`src/rtl/wb_mem_bist.sv`:
```
`default_nettype none
// +--------------------------------------------------------------------------+
// | wb_mem_bist : Wishbone burst write / read-compare memory self-test       |
// | Option macro: WB_BIST_ERR_LOG_EN (first-failing-address capture)        |
// | Revision    : 1.0                                                        |
// +--------------------------------------------------------------------------+
module wb_mem_bist #(
  parameter int AW        = 26,
  parameter int DW        = 32,
  parameter int BURST_LEN = 8,
  parameter int TIMEOUT   = 1024
) (
  input  logic          wb_clk_i,
  input  logic          wb_rst_i,
  input  logic          start,
  input  logic [AW-1:0] cfg_base_addr,
  input  logic [15:0]   cfg_num_words,
  input  logic          sdr_init_done,
  output logic          wb_cyc_o,
  output logic          wb_stb_o,
  output logic          wb_we_o,
  output logic [AW-1:0] wb_addr_o,
  output logic [DW-1:0] wb_dat_o,
  output logic [3:0]    wb_sel_o,
  output logic [2:0]    wb_cti_o,
  input  logic          wb_ack_i,
  input  logic [DW-1:0] wb_dat_i,
  output logic          busy,
  output logic          done,
  output logic          pass,
  output logic          timeout,
  output logic [15:0]   err_cnt,
  output logic [AW-1:0] err_addr
);

  typedef enum logic [2:0] {
    S_IDLE      = 3'd0,
    S_WAIT_INIT = 3'd1,
    S_WR_BURST  = 3'd2,
    S_WR_GAP    = 3'd3,
    S_RD_BURST  = 3'd4,
    S_RD_GAP    = 3'd5,
    S_DONE      = 3'd6
  } state_e;

  localparam int                  c_wdog_w   = $clog2(TIMEOUT + 1);
  localparam logic [c_wdog_w-1:0] c_wdog_max = c_wdog_w'(TIMEOUT);
  localparam logic [4:0]          c_blen     = 5'(BURST_LEN);
  localparam logic [2:0]          c_cti_inc  = 3'b010;
  localparam logic [2:0]          c_cti_end  = 3'b111;

  state_e                state_q, state_d;
  logic [AW-1:0]         base_q, base_d;
  logic [AW-1:0]         addr_q, addr_d;
  logic [15:0]           num_q, num_d;
  logic [15:0]           idx_q, idx_d;
  logic [15:0]           err_cnt_q, err_cnt_d;
  logic [4:0]            beats_q, beats_d;
  logic [c_wdog_w-1:0]   wdog_q, wdog_d;
  logic [DW-1:0]         dat_q, dat_d;
  logic [2:0]            cti_q, cti_d;
  logic                  cyc_q, cyc_d;
  logic                  we_q, we_d;
  logic                  busy_q, busy_d;
  logic                  done_q, done_d;
  logic                  pass_q, pass_d;
  logic                  timeout_q, timeout_d;

  logic                  launch;
  logic                  launch_we;

  logic                  w_accept;
  logic                  w_in_burst;
  logic                  w_wdog_exp;
  logic                  w_rd_restart;
  logic                  w_rd_miss;
  logic [15:0]           w_lidx;
  logic [15:0]           w_rem;
  logic [4:0]            w_blen;
  logic [AW-1:0]         w_laddr;

  function automatic logic [DW-1:0] f_pattern(input logic [15:0] i);
    return DW'({~i, i});
  endfunction

  assign w_accept     = start && ((state_q == S_IDLE) || (state_q == S_DONE));
  assign w_in_burst   = (state_q == S_WR_BURST) || (state_q == S_RD_BURST);
  assign w_wdog_exp   = w_in_burst && (wdog_q == c_wdog_max);

  // Leaving the write phase restarts the word index at 0 for the read pass.
  assign w_rd_restart = (state_q == S_WR_GAP) && (idx_q == num_q);
  assign w_lidx       = w_rd_restart ? 16'd0 : idx_q;
  assign w_rem        = num_q - w_lidx;
  assign w_blen       = (w_rem >= 16'(BURST_LEN)) ? c_blen : w_rem[4:0];
  assign w_laddr      = base_q + AW'({w_lidx, 2'b00});

  assign w_rd_miss    = (state_q == S_RD_BURST) && cyc_q && wb_ack_i && !w_wdog_exp &&
                        (wb_dat_i != f_pattern(idx_q));

  always_comb begin
    state_d   = state_q;
    base_d    = base_q;
    num_d     = num_q;
    idx_d     = idx_q;
    beats_d   = beats_q;
    wdog_d    = wdog_q;
    cyc_d     = cyc_q;
    we_d      = we_q;
    addr_d    = addr_q;
    dat_d     = dat_q;
    cti_d     = cti_q;
    busy_d    = busy_q;
    done_d    = done_q;
    pass_d    = pass_q;
    timeout_d = timeout_q;
    err_cnt_d = err_cnt_q;
    launch    = 1'b0;
    launch_we = 1'b0;

    if (w_rd_miss && (err_cnt_q != 16'hFFFF)) begin
      err_cnt_d = err_cnt_q + 16'd1;
    end

    case (state_q)
      S_IDLE, S_DONE: begin
        if (w_accept) begin
          base_d    = cfg_base_addr & ~AW'(3);
          num_d     = cfg_num_words;
          idx_d     = 16'd0;
          err_cnt_d = 16'd0;
          timeout_d = 1'b0;
          done_d    = 1'b0;
          pass_d    = 1'b0;
          busy_d    = 1'b1;
          state_d   = S_WAIT_INIT;
        end
      end

      S_WAIT_INIT: begin
        if (sdr_init_done) begin
          if (num_q == 16'd0) begin
            busy_d  = 1'b0;
            done_d  = 1'b1;
            pass_d  = 1'b1;
            state_d = S_DONE;
          end else begin
            launch    = 1'b1;
            launch_we = 1'b1;
            state_d   = S_WR_BURST;
          end
        end
      end

      S_WR_BURST, S_RD_BURST: begin
        if (w_wdog_exp) begin
          cyc_d     = 1'b0;
          we_d      = 1'b0;
          cti_d     = 3'b000;
          dat_d     = '0;
          wdog_d    = '0;
          timeout_d = 1'b1;
          busy_d    = 1'b0;
          done_d    = 1'b1;
          pass_d    = 1'b0;
          state_d   = S_DONE;
        end else if (wb_ack_i) begin
          wdog_d = '0;
          idx_d  = idx_q + 16'd1;
          if (beats_q == 5'd1) begin
            cyc_d   = 1'b0;
            we_d    = 1'b0;
            cti_d   = 3'b000;
            dat_d   = '0;
            state_d = (state_q == S_WR_BURST) ? S_WR_GAP : S_RD_GAP;
          end else begin
            beats_d = beats_q - 5'd1;
            addr_d  = addr_q + AW'(4);
            cti_d   = (beats_q == 5'd2) ? c_cti_end : c_cti_inc;
            if (we_q) begin
              dat_d = f_pattern(idx_q + 16'd1);
            end
          end
        end else begin
          wdog_d = wdog_q + c_wdog_w'(1);
        end
      end

      S_WR_GAP: begin
        launch = 1'b1;
        if (w_rd_restart) begin
          idx_d   = 16'd0;
          state_d = S_RD_BURST;
        end else begin
          launch_we = 1'b1;
          state_d   = S_WR_BURST;
        end
      end

      S_RD_GAP: begin
        if (idx_q == num_q) begin
          busy_d  = 1'b0;
          done_d  = 1'b1;
          pass_d  = (err_cnt_q == 16'd0) && !timeout_q;
          state_d = S_DONE;
        end else begin
          launch  = 1'b1;
          state_d = S_RD_BURST;
        end
      end

      default: state_d = S_IDLE;
    endcase

    // First beat of a burst: address/data from the launch index.
    if (launch) begin
      cyc_d   = 1'b1;
      we_d    = launch_we;
      addr_d  = w_laddr;
      dat_d   = launch_we ? f_pattern(w_lidx) : '0;
      cti_d   = (w_blen == 5'd1) ? c_cti_end : c_cti_inc;
      beats_d = w_blen;
      wdog_d  = '0;
    end
  end

  always_ff @(posedge wb_clk_i or negedge wb_rst_i) begin
    if (!wb_rst_i) begin
      state_q   <= S_IDLE;
      base_q    <= '0;
      num_q     <= '0;
      idx_q     <= '0;
      beats_q   <= '0;
      wdog_q    <= '0;
      cyc_q     <= 1'b0;
      we_q      <= 1'b0;
      addr_q    <= '0;
      dat_q     <= '0;
      cti_q     <= 3'b000;
      busy_q    <= 1'b0;
      done_q    <= 1'b0;
      pass_q    <= 1'b0;
      timeout_q <= 1'b0;
      err_cnt_q <= '0;
    end else begin
      state_q   <= state_d;
      base_q    <= base_d;
      num_q     <= num_d;
      idx_q     <= idx_d;
      beats_q   <= beats_d;
      wdog_q    <= wdog_d;
      cyc_q     <= cyc_d;
      we_q      <= we_d;
      addr_q    <= addr_d;
      dat_q     <= dat_d;
      cti_q     <= cti_d;
      busy_q    <= busy_d;
      done_q    <= done_d;
      pass_q    <= pass_d;
      timeout_q <= timeout_d;
      err_cnt_q <= err_cnt_d;
    end
  end

`ifdef WB_BIST_ERR_LOG_EN
  logic [AW-1:0] err_addr_q;

  always_ff @(posedge wb_clk_i or negedge wb_rst_i) begin
    if (!wb_rst_i) begin
      err_addr_q <= '0;
    end else if (w_accept) begin
      err_addr_q <= '0;
    end else if (w_rd_miss && (err_cnt_q == 16'd0)) begin
      err_addr_q <= addr_q;
    end
  end

  assign err_addr = err_addr_q;
`else
  assign err_addr = '0;
`endif

  assign wb_cyc_o  = cyc_q;
  assign wb_stb_o  = cyc_q;
  assign wb_we_o   = we_q;
  assign wb_addr_o = addr_q;
  assign wb_dat_o  = dat_q;
  assign wb_sel_o  = {4{cyc_q}};
  assign wb_cti_o  = cti_q;
  assign busy      = busy_q;
  assign done      = done_q;
  assign pass      = pass_q;
  assign timeout   = timeout_q;
  assign err_cnt   = err_cnt_q;

endmodule
`default_nettype wire

```
`config.mk`:
```
export PLATFORM = sky130hd
export DESIGN_NAME = wb_mem_bist
export DESIGN_NICKNAME = d
export VERILOG_FILES = /design/src/rtl/wb_mem_bist.sv
export SDC_FILE = /design/constraint.sdc
export NUM_CORES = 1
export LEC_CHECK = 0
export CORE_MARGIN = 3
export CORE_UTILIZATION = 30
export CTS_CLUSTER_SIZE = 28
export DETAILED_ROUTE_END_ITERATION = 10
export GPL_ROUTABILITY_DRIVEN = 0
export HOLD_SLACK_MARGIN = 0.15
export PLACE_DENSITY_LB_ADDON = 0.15
export SYNTH_ARGS = -nofsm -noshare
export SYNTH_HDL_FRONTEND = slang
export SYNTH_SLANG_ARGS = --single-unit
```
`constraint.sdc`:
```
create_clock -name wb_clk_i -period 12.3 [get_ports wb_clk_i]
set_clock_uncertainty 0.15 [all_clocks]
set_input_delay 1.845 -clock wb_clk_i [delete_from_list [all_inputs] [get_ports wb_clk_i]]
set_output_delay 1.845 -clock wb_clk_i [all_outputs]
set_load 0.05 [all_outputs]
```
**Word-level counts from Yosys, hierarchy flattened**

Index checks and enable logic that the tools add are counted.

- $add $sub $neg: 7
- Magnitude comparators: 1
- Equal/unequal tests: 24
- Mux-type cells: 74
- Bitwise operators: 3
- Reduce and logical (&&, ||, !) cells: 35

Operator list:

| kind | number |
|---|---|
| $mux W32 | 7 |
| $mux W26 | 5 |
| $mux W16 | 7 |
| $not A16 Y16 | 3 |
| $pmux W16 S3 | 1 |
| $mux W3 | 15 |
| $mux W11 | 4 |
| $add A16 B1 Y16 const B | 2 |
| $logic_not A16 Y1 | 2 |
| $ne A32 B32 Y1 | 1 |
| $mux W5 | 6 |
| $add A26 B18 Y26 | 1 |
| $add A26 B3 Y26 const B | 1 |
| $mux W1 | 21 |
| $ne A2 B2 Y1 const B | 9 |
| $eq A16 B16 Y1 | 1 |
| $ge A16 B4 Y1 const B | 1 |
| $ne A16 B16 Y1 const B | 1 |
| $sub A16 B16 Y16 | 1 |
| $pmux W3 S5 | 1 |
| $pmux W1 S4 | 3 |
| $reduce_and A4 Y1 | 3 |
| $add A11 B1 Y11 const B | 1 |
| $eq A11 B11 Y1 const B | 1 |
| other kinds (21) | 46 |

- Flip-flop bits (word level): 158
- Bits of input ports: 79
- Output and inout port bits: 114
- Logic and storage cells: 160

**Longest topological paths before layout**

Gate-level depths: netlist of run 1.

- Word-level depth: 10
- Mapped depth: 20
- Depth with buffers taken out: 18

**Worst setup path after synthesis of run 1**

No wires, ideal clock.

- Path type: register to register
- Start: register idx_q[1]
- End: register beats_q[2]
- Setup time: 0.064 ns
- Arrival time: 4.246 ns
- Data required time: 12.086 ns
- Slack: 7.840 ns
- Stages on the path, launching flop included: 19
- Path buffers: 2
- Clock period less this slack: 4.460 ns
- Cell sequence: dfrtp_1 buf_2 xnor2_1 nand4_1 or4_4 nor2_1 nand2_1 clkbuf_1 nand2_1 ha_1 and2_1 a221oi_1 a211oi_1 or4b_2 o21ai_0 o21a_1 o211a_1 and4bb_2 a21o_1

- Longest elaborated chain between the ends: 7
- Elaborated cells on any way between the ends: 14
- Classes of those cells: add/sub (1); order compare (1); eq/ne (3); mux (5); reduce/logical (4)

RTL lines:

| element | line | source |
|---|---|---|
| from (decl) | 56 | `logic [15:0] idx_q, idx_d;` |
| from (signal assigned) | 248 | `idx_q <= idx_d;` |
| $eq A16 B16 Y1 | 91, 200 |  |
| $logic_and A1 B1 Y1 | 91 | `assign w_rd_restart = (state_q == S_WR_GAP) && (idx_q == num_q);` |
| $mux W16 | -- |  |
| $sub A16 B16 Y16 | 93 | `assign w_rem = num_q - w_lidx;` |
| $ge A16 B4 Y1 | 94 | `assign w_blen = (w_rem >= 16'(BURST_LEN)) ? c_blen : w_rem[4:0];` |
| $mux W5 | 94 |  |
| $mux W5 | 215 | `if (launch) begin` |
| to (signal assigned) | 249 | `beats_q <= beats_d;` |
| to (decl) | 58 | `logic [4:0] beats_q, beats_d;` |

Parallel ways exist; a longest one is shown, timed or not.
A chain may end at the register's enable or synchronous reset.

**Worst setup path after layout of run 1**

- Start: register idx_q[11]
- End: register addr_q[18] (netlist: wb_addr_o[18])

- Longest elaborated chain between the ends: 5
- Elaborated cells on any way between the ends: 12
- Classes of those cells: add/sub (1); eq/ne (3); mux (4); reduce/logical (4)

RTL lines:

| element | line | source |
|---|---|---|
| $eq A16 B16 Y1 | 91, 200 |  |
| $logic_and A1 B1 Y1 or $mux W1 (tied branches) | 91, 200 |  |
| $mux W16 or $pmux W1 S3 (tied branches) | -- |  |
| $add A26 B18 Y26, or another cell as far along | 95 | `assign w_laddr = base_q + AW'({w_lidx, 2'b00});` |
| $mux W26 or $reduce_and A4 Y1 (tied branches) | -- |  |
| to (signal assigned) | 253 | `addr_q <= addr_d;` |
| to (decl) | 54 | `logic [AW-1:0] addr_q, addr_d;` |

Parallel ways exist; a longest one is shown, timed or not.

==> results.sh, run 1 <==
export IMPL_status="completed"
export IMPL_antenna_found_initial=2
export IMPL_start_kind="register"
export IMPL_die_w_um=189.7
export IMPL_drt_iter0_drc=619
export IMPL_die_y_um=189.7
export IMPL_dpl_hpwl_um=22620
export IMPL_dp_cells=1699
export IMPL_met3_wirelength_um=1396
export IMPL_synth_area_top_cells="dfrtp_1, ha_1, o21ai_0, nand2_1, mux2_2"
export IMPL_grt_pass1_vias=8305
export IMPL_synth_top_cell_area_share_pct=38.30
export IMPL_synth_edf_count=0
export IMPL_final_min_clock_period_ns=5.786
export IMPL_vias=8752
export IMPL_crit_path_max_fanout=18
export IMPL_stdcell_area_um2=12560
export IMPL_path_clk_slew_ns=0.07
export IMPL_post_route_period_util_pct=47.04
export IMPL_syn_cell_area_um2=10130
export IMPL_yosysSeqAreaShare_pct=38.30
export IMPL_cts_resized=0
export IMPL_dr_pass1_iters=6
export IMPL_crit_path_frequent_cell="o21ai_0"
export IMPL_tightest_slew_ns=1.099
export IMPL_fin_cells=1731
export IMPL_critical_path_class="register to register"
export IMPL_total_power_mw=3.008
export IMPL_cp_end_kind="register"
export IMPL_cts_hold_buf=0
export IMPL_powerDensity_nw_per_um2=239.6
export IMPL_max_stage_delay_ns=0.93
export IMPL_cts_htree_levels=4
export IMPL_cap_violations=0
export IMPL_cts_tree="yes"
export IMPL_grt_max_degree=65
export IMPL_synthCells=1148
export IMPL_clk_path_buf_depth=2
export IMPL_arrival_ns=5.98
export IMPL_yosys_top_cells_count="dfrtp_1, nand2_1, o21ai_0"
export IMPL_core_um2=32870
export IMPL_clock_sinks=155
export IMPL_nNetsFinal=1397
export IMPL_ys_flop_type="dfrtp_1"
export IMPL_yosys_cell_count_top_type="dfrtp_1"
export IMPL_rsz0062_at_grt="no"
export IMPL_final_antenna_net_count=0
export IMPL_async_flop_share_pct=100.0
export IMPL_setup_viol=0
export IMPL_fin_ws_ns=6.514
export IMPL_finalWirelength_um=30420
export IMPL_grtUsageTotal_pct=16.99
export IMPL_finalSetupTns_ns=0
export IMPL_slew_viol_final=0
export IMPL_post_cts_buffers=0
export IMPL_cts_buffers_inserted=17
export IMPL_grt_overflow=0
export IMPL_initial_core_util_pct=30.81
export IMPL_antenna_cells=0
export IMPL_drive_gt1_share_pct=7.370
export IMPL_crit_chain="xnor2_1, nand4_1, or4_4, nor2_1, nand2_1, and2_1, ha_1, inv_1, fa_1, nor2b_1, o21ai_0, a21boi_0, o21ai_0, o21ai_0, o41ai_1, xor2_1, a221oi_1"
export IMPL_hold_viol_final=0
export IMPL_row_count=66
export IMPL_io_pins=193
export IMPL_area_delta_synth_final_pct=23.99
export IMPL_routed_top_layer="met5"
export IMPL_yosysWarnings=0
export IMPL_grt_pass1_wl_um=47780
export IMPL_avgSynthCellArea_um2=8.822
export IMPL_clockRootBuffer="clkbuf_16"
export IMPL_place_area_um2=11970
export IMPL_hold_class="register to register"
export IMPL_viasPerCell=5.056
export IMPL_die_area_um2=36000
export IMPL_leakage_nw=5.236
export IMPL_ys_types=69
export IMPL_critPathRequiredTime_ns=12.50
export IMPL_yosysTopAreaCell="dfrtp_1"
export IMPL_io_buffers=162
export IMPL_slowest_stage="o41ai_1"
export IMPL_drc=0
export IMPL_post_drt_wl_per_cell_um=17.57
export IMPL_timing_fmax_mhz=172.8
export IMPL_wl_met1_um=14500
export IMPL_place_ws_ns=6.539
export IMPL_synth_seq_cells=155
export IMPL_worstSkewPairLatency_ns=0.45
export IMPL_slew_headroom_pct=25.75
export IMPL_wl_met2_um=14010
export IMPL_peakVddDrop_mv=0.1319
final cells by class:
type,count,area [um^2]
Clock buffer,19,452.9
Clock inverter,13,130.1
Fill cell,3399,20310
Inverter,42,157.7
Multi-Input combinational cell,890,5702
Sequential cell,155,3879
Tap cell,442,553.0
Timing Repair Buffer,170,1683
power by group:
part           leakage (nW)  internal, mW  switching, mW  total (mW)
registers              1.96         0.680          0.201       0.881
clock network         0.280         0.295          0.246       0.540
logic                  3.00         0.604          0.983        1.59
worst max-delay path: cells and delay by family, from the launching register on:
kind,cells,cell delay (ns)
AOI/OAI and AO/OA,6,2.27
DFF,1,0.68
and+or+nand+nor,6,1.73
xor gates and xnor gates,2,0.32
adders and majority gates,2,0.43
buffers and inverters,1,0.08
placed cells by master, fill, tap and decap left out, drive strengths merged, types with 19 or more instances in the layout:
master and count:
o21ai 118, clkdlybuf4s50 161, inv 49, xor2 33
conb 28, clkbuf 19, and3 24, nand4 22
ha 40, a21oi 54, nor2 84, nand2 127
xnor2 47, mux2 39, dfrtp 155, nand3 33
metrics by stage:
stage | util (%) | hold WS [ns]
final | 38.21 | 0.3311
after global placement | 36.43 | 0.3105
after CTS | 38.21 | 0.3318
after global routing | 38.21 | 0.3538
after detailed placement | 36.43 | 0.3149
after floorplan | - | 0.3375
layer usage:
| metal | global-route usage [%] | up-vias |
|---|---|---|
| li1 | - | 4279 |
| met1 | 23.61 | 4234 |
| met2 | 26.68 | 203 |
| met3 | 3.741 | 34 |
| met4 | 4.777 | 2 |
| met5 | 0 | - |
flip-flops by register name, summed over array words and instances, names as in the netlist, 2 cells and up:
register   cells
base_q        24
err_cnt       16
wdog_q        11
beats_q        5
state_q        3
idx_q         16
num_q         16
wb_cti_o       2
wb_dat_o      32
wb_addr_o     24
cells by family after synthesis:
family	synth area share, %
adder cells (fa/ha/maj)	5.337
AO/OA/AOI/OAI	17.59
flip-flops	38.30
other	0.03703
AND/OR/NAND/NOR	20.08
XOR/XNOR	6.919
buffers and inverters	6.412
multiplexers	5.325
final timing paths:
check	depth (start not counted)	slack, ns	end	from
hold / removal	2	0.33	wb_dat_o[18]	wb_dat_o[18]
min in group asynchronous	1	1.15	base_q[22]	wb_rst_i
setup reg to reg	17	6.51	wb_addr_o[18]	idx_q[11]
setup / recovery	17	6.51	wb_addr_o[18]	idx_q[11]
hold reg to reg	2	0.33	wb_dat_o[18]	wb_dat_o[18]
max in group asynchronous	2	9.67	err_cnt[14]	wb_rst_i
Note: power is estimated with default switching activity, not from simulation.
==> run 2, diff against run 1 <==
==> constraint.sdc (replaced) <==
create_clock -name wb_clk_i -period 5.59 [get_ports wb_clk_i]
set_clock_uncertainty 0.15 [all_clocks]
set_input_delay 0.8385 -clock wb_clk_i [delete_from_list [all_inputs] [get_ports wb_clk_i]]
set_output_delay 0.8385 -clock wb_clk_i [all_outputs]
set_load 0.05 [all_outputs]
==> results.sh, run 2 (synthesis results as in run 1) <==
export IMPL_path_buf_inv=1
export IMPL_p_seq_share_pct=28.3
export IMPL_cp_top_family="simple AND/OR/NAND/NOR gates"
export IMPL_rsz0062_at_grt="no"
export IMPL_largest_reg_flops=32
export IMPL_power_share_clock_pct=19.0
export IMPL_initial_core_util_pct=30.81
export IMPL_grt_overflow=0
export IMPL_swShare_pct=47.07
export IMPL_setup_viol=0
export IMPL_drive_gt1_share_pct=8.436
export IMPL_cts_hold_buf=0
export IMPL_fin_util_pct=38.72
export IMPL_finalSetupTns_ns=0
export IMPL_clock_sinks=155
export IMPL_final_min_clock_period_ns=5.064
export IMPL_slew_headroom_pct=31.85
export IMPL_hold_viol_final=0
export IMPL_path_clk_slew_ns=0.07
export IMPL_dpl_hpwl_um=23020
export IMPL_post_route_period_util_pct=90.59
export IMPL_worstSkewPairLatency_ns=0.45
export IMPL_row_count=66
export IMPL_clk_path_buf_depth=2
export IMPL_io_pins=193
export IMPL_timing_fmax_mhz=197.5
export IMPL_crit_path_max_fanout=18
export IMPL_p_sw_mw=3.170
export IMPL_dr_pass1_iters=5
export IMPL_cts_htree_levels=4
export IMPL_whs_ns=0.2155
export IMPL_critPathRequiredTime_ns=5.83
export IMPL_vias=8839
export IMPL_p_int_mw=3.565
export IMPL_layout_common_cells="clkdlybuf4s50_1, dfrtp_1, nand2_1, o21ai_0, nor2_1"
export IMPL_area_delta_synth_final_pct=25.67
export IMPL_comb_power_share_pct=52.7
export IMPL_grt_max_degree=93
export IMPL_tightest_slew_ns=1.020
export IMPL_powerDensity_nw_per_um2=529.2
export IMPL_drc=0
export IMPL_fin_cells=1747
export IMPL_grt_pass1_vias=8453
export IMPL_die_y_um=189.7
export IMPL_antenna_found_initial=0
export IMPL_slew_viol_final=0
export IMPL_grt_pass1_wl_um=48010
export IMPL_post_drt_wl_per_cell_um=17.56
export IMPL_post_cts_buffers=0
export IMPL_hold_class="primary input to asynchronous set/reset pin"
export IMPL_viasPerCell=5.060
export IMPL_cts_buffers_inserted=17
export IMPL_clockRootBuffer="clkbuf_16"
export IMPL_cts_resized=0
export IMPL_slowest_stage="dfrtp_1"
export IMPL_arrival_ns=5.30
export IMPL_max_stage_delay_ns=0.68
export IMPL_io_buffers=162
export IMPL_core_um2=32870
export IMPL_cp_end_kind="register"
export IMPL_finalWirelength_um=30680
export IMPL_peakVddDrop_mv=0.2709
export IMPL_critical_path_class="register to register"
export IMPL_nNetsFinal=1412
export IMPL_reg2reg_slack_ns=0.53
export IMPL_stdcell_area_um2=12730
export IMPL_drt_iter0_drc=505
export IMPL_layout_commonest_cell="clkdlybuf4s50_1"
export IMPL_grtUsageTotal_pct=16.99
export IMPL_final_antenna_net_count=0
export IMPL_status="completed"
export IMPL_cts_tree="yes"
export IMPL_dp_cells=1714
export IMPL_crit_chain="xnor2_1, nand4_1, or4_4, nor2_1, nand2_1, buf_4, nand2_1, ha_1, and2_1, a221oi_1, a211oi_1, or4b_2, o21ai_0, o21a_1, o21ai_0, nor4_1, o22a_1"
export IMPL_leakage_nw=5.340
export IMPL_die_w_um=189.7
export IMPL_cap_violations=0
export IMPL_die_area_um2=36000
export IMPL_start_kind="register"
export IMPL_place_area_um2=12100
-- run 2: changes by cell type in the layout (fill, tap and decap cells not counted) --
| cell | delta |
|---|---|
| inv_8 | +2 |
| clkinv_2 | -1 |
| diode_2 | +1 |
| clkinvlp_4 | -1 |
| bufinv_16 | +2 |
| clkbuf_8 | -2 |
| buf_12 | +1 |
| buf_4 | +14 |
-- run 2: cell type report --
cell class              count  area [um^2]
clock inverters            15        200.2
flip-flops and latches    155         3879
clock buffers              17        425.4
inverters                  42        157.7
diodes                      1        2.502
repair buffers            185         1808
fillers                  3401        20140
multi-input cells         890         5702
well taps                 442        553.0
-- run 2: path summary, 6_finish.rpt --
check	cells after the start	end	start
setup / recovery	17	wb_cti_o[0]	idx_q[8]
hold / removal	1	base_q[22]	wb_rst_i
setup reg to reg	17	wb_cti_o[0]	idx_q[8]
hold reg to reg	1	busy	busy
max in group asynchronous	2	idx_q[6]	wb_rst_i
min in group wb_clk_i	1	busy	busy
-- run 2: metrics by stage --
stage                     total power, mW  setup WS [ns]
after floorplan                     4.429          1.130
after global placement              5.445         0.6199
after detailed placement            5.480         0.5850
after CTS                           6.794         0.5522
after global routing                7.197        0.08310
final                               6.735         0.5262
-- run 2: power groups by stage --
| stage | Combinational [mW] | Clock, mW | Sequential (mW) |
|---|---|---|---|
| floorplan | 2.01 | 0 | 2.42 |
| global placement | 3.52 | 0 | 1.93 |
| detailed placement | 3.55 | 0 | 1.93 |
| CTS | 3.56 | 1.32 | 1.91 |
| global route | 3.86 | 1.36 | 1.97 |
| finish | 3.55 | 1.28 | 1.91 |
-- run 2: per-layer routing --
metal  GRT usage, %  vias to the layer above  wire, um
met5              0                        -         0
met3          2.875                       23      1328
li1               -                     4328         -
met2          27.75                      210     14570
met4          4.237                        0       339
met1          23.50                     4278     14440
==> run 3, diff against run 2 <==
--- a/config.mk
+++ b/config.mk
@@ -12,6 +12,7 @@
 export GPL_ROUTABILITY_DRIVEN = 0
 export HOLD_SLACK_MARGIN = 0.15
 export PLACE_DENSITY_LB_ADDON = 0.15
+export REMOVE_ABC_BUFFERS = 1
 export SYNTH_ARGS = -nofsm -noshare
 export SYNTH_HDL_FRONTEND = slang
 export SYNTH_SLANG_ARGS = --single-unit
==> results.sh, run 3 (synthesis results as in run 1) <==
export IMPL_status="completed"
export IMPL_post_drt_wl_per_cell_um=17.21
export IMPL_io_buffers=162
export IMPL_cts_resized=0
export IMPL_power_share_clock_pct=18.7
export IMPL_r2r_start="idx_q[13]"
export IMPL_dpl_hpwl_um=22330
export IMPL_rsz0062_at_grt="no"
export IMPL_nNetsFinal=1414
export IMPL_reg2reg_depth=16
export IMPL_row_count=66
export IMPL_cap_violations=0
export IMPL_grt_pass1_wl_um=47690
export IMPL_antenna_found_initial=1
export IMPL_clock_sinks=155
export IMPL_fill_cells=3413
export IMPL_post_route_period_util_pct=90.32
export IMPL_cts_tree="yes"
export IMPL_fin_cells=1749
export IMPL_p_int_mw=3.576
export IMPL_powerDensity_nw_per_um2=528.0
export IMPL_grt_overflow=0
export IMPL_die_area_um2=36000
export IMPL_die_w_um=189.7
export IMPL_core_um2=32870
export IMPL_peakVddDrop_mv=0.2701
export IMPL_cts_hold_buf=0
export IMPL_critical_path_class="register to register"
export IMPL_finalWirelength_um=30100
export IMPL_path_clk_slew_ns=0.07
export IMPL_crit_path_max_fanout=13
export IMPL_final_min_clock_period_ns=5.049
export IMPL_slew_viol_final=0
export IMPL_die_y_um=189.7
export IMPL_post_cts_buffers=0
export IMPL_largest_reg_flops=32
export IMPL_clk_path_buf_depth=2
export IMPL_dr_pass1_iters=5
export IMPL_tightest_slew_ns=1.122
export IMPL_hold_class="primary input to asynchronous set/reset pin"
export IMPL_grt_max_degree=76
export IMPL_critPathRequiredTime_ns=5.80
export IMPL_p_seq_share_pct=28.1
export IMPL_arrival_ns=5.26
export IMPL_grtUsageTotal_pct=16.67
export IMPL_place_ws_ns=0.6321
export IMPL_final_antenna_net_count=0
export IMPL_multiInputGateArea_um2=5702
export IMPL_initial_core_util_pct=30.81
export IMPL_worstSkewPairLatency_ns=0.43
export IMPL_drc=0
export IMPL_layout_commonest_cell="clkdlybuf4s50_1"
export IMPL_area_delta_synth_final_pct=25.69
export IMPL_layout_common_cells="clkdlybuf4s50_1, dfrtp_1, nand2_1, o21ai_0, nor2_1"
export IMPL_start_kind="register"
export IMPL_cp_end_kind="register"
export IMPL_cts_htree_levels=4
export IMPL_timing_fmax_mhz=198.1
export IMPL_comb_power_share_pct=53.2
export IMPL_setup_viol=0
export IMPL_dp_cells=1716
export IMPL_clockRootBuffer="clkbuf_16"
export IMPL_drive_gt1_share_pct=8.576
export IMPL_hold_viol_final=0
export IMPL_slew_headroom_pct=24.91
export IMPL_vias=8743
export IMPL_cts_buffers_inserted=17
export IMPL_leakage_nw=5.344
export IMPL_swShare_pct=46.78
export IMPL_drt_iter0_drc=514
export IMPL_grt_pass1_vias=8481
export IMPL_io_pins=193
export IMPL_p_sw_mw=3.144
export IMPL_reg2reg_slack_ns=0.54
export IMPL_fin_ws_ns=0.5414
export IMPL_viasPerCell=4.999
export IMPL_regArea_um2=3879
export IMPL_worstReg2RegEnd="wb_cti_o[0]"
export IMPL_finalSetupTns_ns=0
[run 3: cell count changes in the layout (fill, tap and decap cells not counted), sizes merged]
cell      delta
buf          +2
inv          +1
clkinvlp     -1
[run 3: final cells by class]
| cell class | count | area share [%] |
|---|---|---|
| Antenna cell | 1 | 0.01966 |
| Inverter | 42 | 1.239 |
| Timing Repair Buffer | 187 | 14.22 |
| Clock buffer | 17 | 3.342 |
| Tap cell | 442 | 4.345 |
| Clock inverter | 15 | 1.563 |
| Sequential cell | 155 | 30.47 |
| Multi-Input combinational cell | 890 | 44.79 |
[run 3: worst max path at each step]
stage                          from            end  slack, ns  depth (start not counted)
after global placement    idx_q[13]    wb_cti_o[0]       0.67                         16
after global routing      idx_q[13]    wb_cti_o[0]       0.08                         16
after detailed placement  idx_q[13]  wb_addr_o[23]       0.63                         17
after CTS                 idx_q[13]    wb_cti_o[0]       0.61                         16
final                     idx_q[13]    wb_cti_o[0]       0.54                         16
after floorplan            idx_q[8]     beats_q[1]       1.17                         16
[run 3: worst max-delay path, stage by stage, from the launching register on]
cell and delay (ns):
dfrtp_1 0.60, xnor2_1 0.18, nand4_1 0.10, or4_4 0.58, nor2_1 0.22, nand2_1 0.33, nand2_1 0.21, ha_1 0.29
and2_1 0.20, a221oi_1 0.46, a211oi_1 0.17, or4b_2 0.65, o21ai_0 0.13, o21a_1 0.15, o21ai_0 0.11, nor4_1 0.28
o22a_1 0.17
[run 3: routing by layer]
metal | vias up | track usage [%] | routed length [um]
met1 | 4188 | 23.58 | 14490
met3 | 19 | 2.617 | 1132
met5 | - | 0 | 0
li1 | 4334 | - | -
met4 | 0 | 4.009 | 424
met2 | 202 | 26.82 | 14050
[run 3: stage by stage]
| stage | cell area, um^2 | power [mW] | hold slack [ns] | util (%) |
|---|---|---|---|---|
| finish | 12730 | 6.721 | 0.2701 | 38.73 |
| global route | 12730 | 7.195 | 0.3108 | 38.73 |
| CTS | 12730 | 6.789 | 0.3017 | 38.72 |
| detailed placement | 12100 | 5.486 | 0.3224 | 36.82 |
| global placement | 12100 | 5.461 | 0.3147 | 36.82 |
| floorplan | 9737 | 4.302 | 0.3376 | - |
[run 3: power by group through the flow]
stage / Clock, mW / Combinational, mW / Sequential [mW]
3_3_place_gp: 0 / 3.56 / 1.91
5_1_grt: 1.34 / 3.91 / 1.95
3_5_place_dp: 0 / 3.58 / 1.91
2_1_floorplan: 0 / 1.79 / 2.51
4_1_cts: 1.30 / 3.60 / 1.89
6_report: 1.26 / 3.57 / 1.89
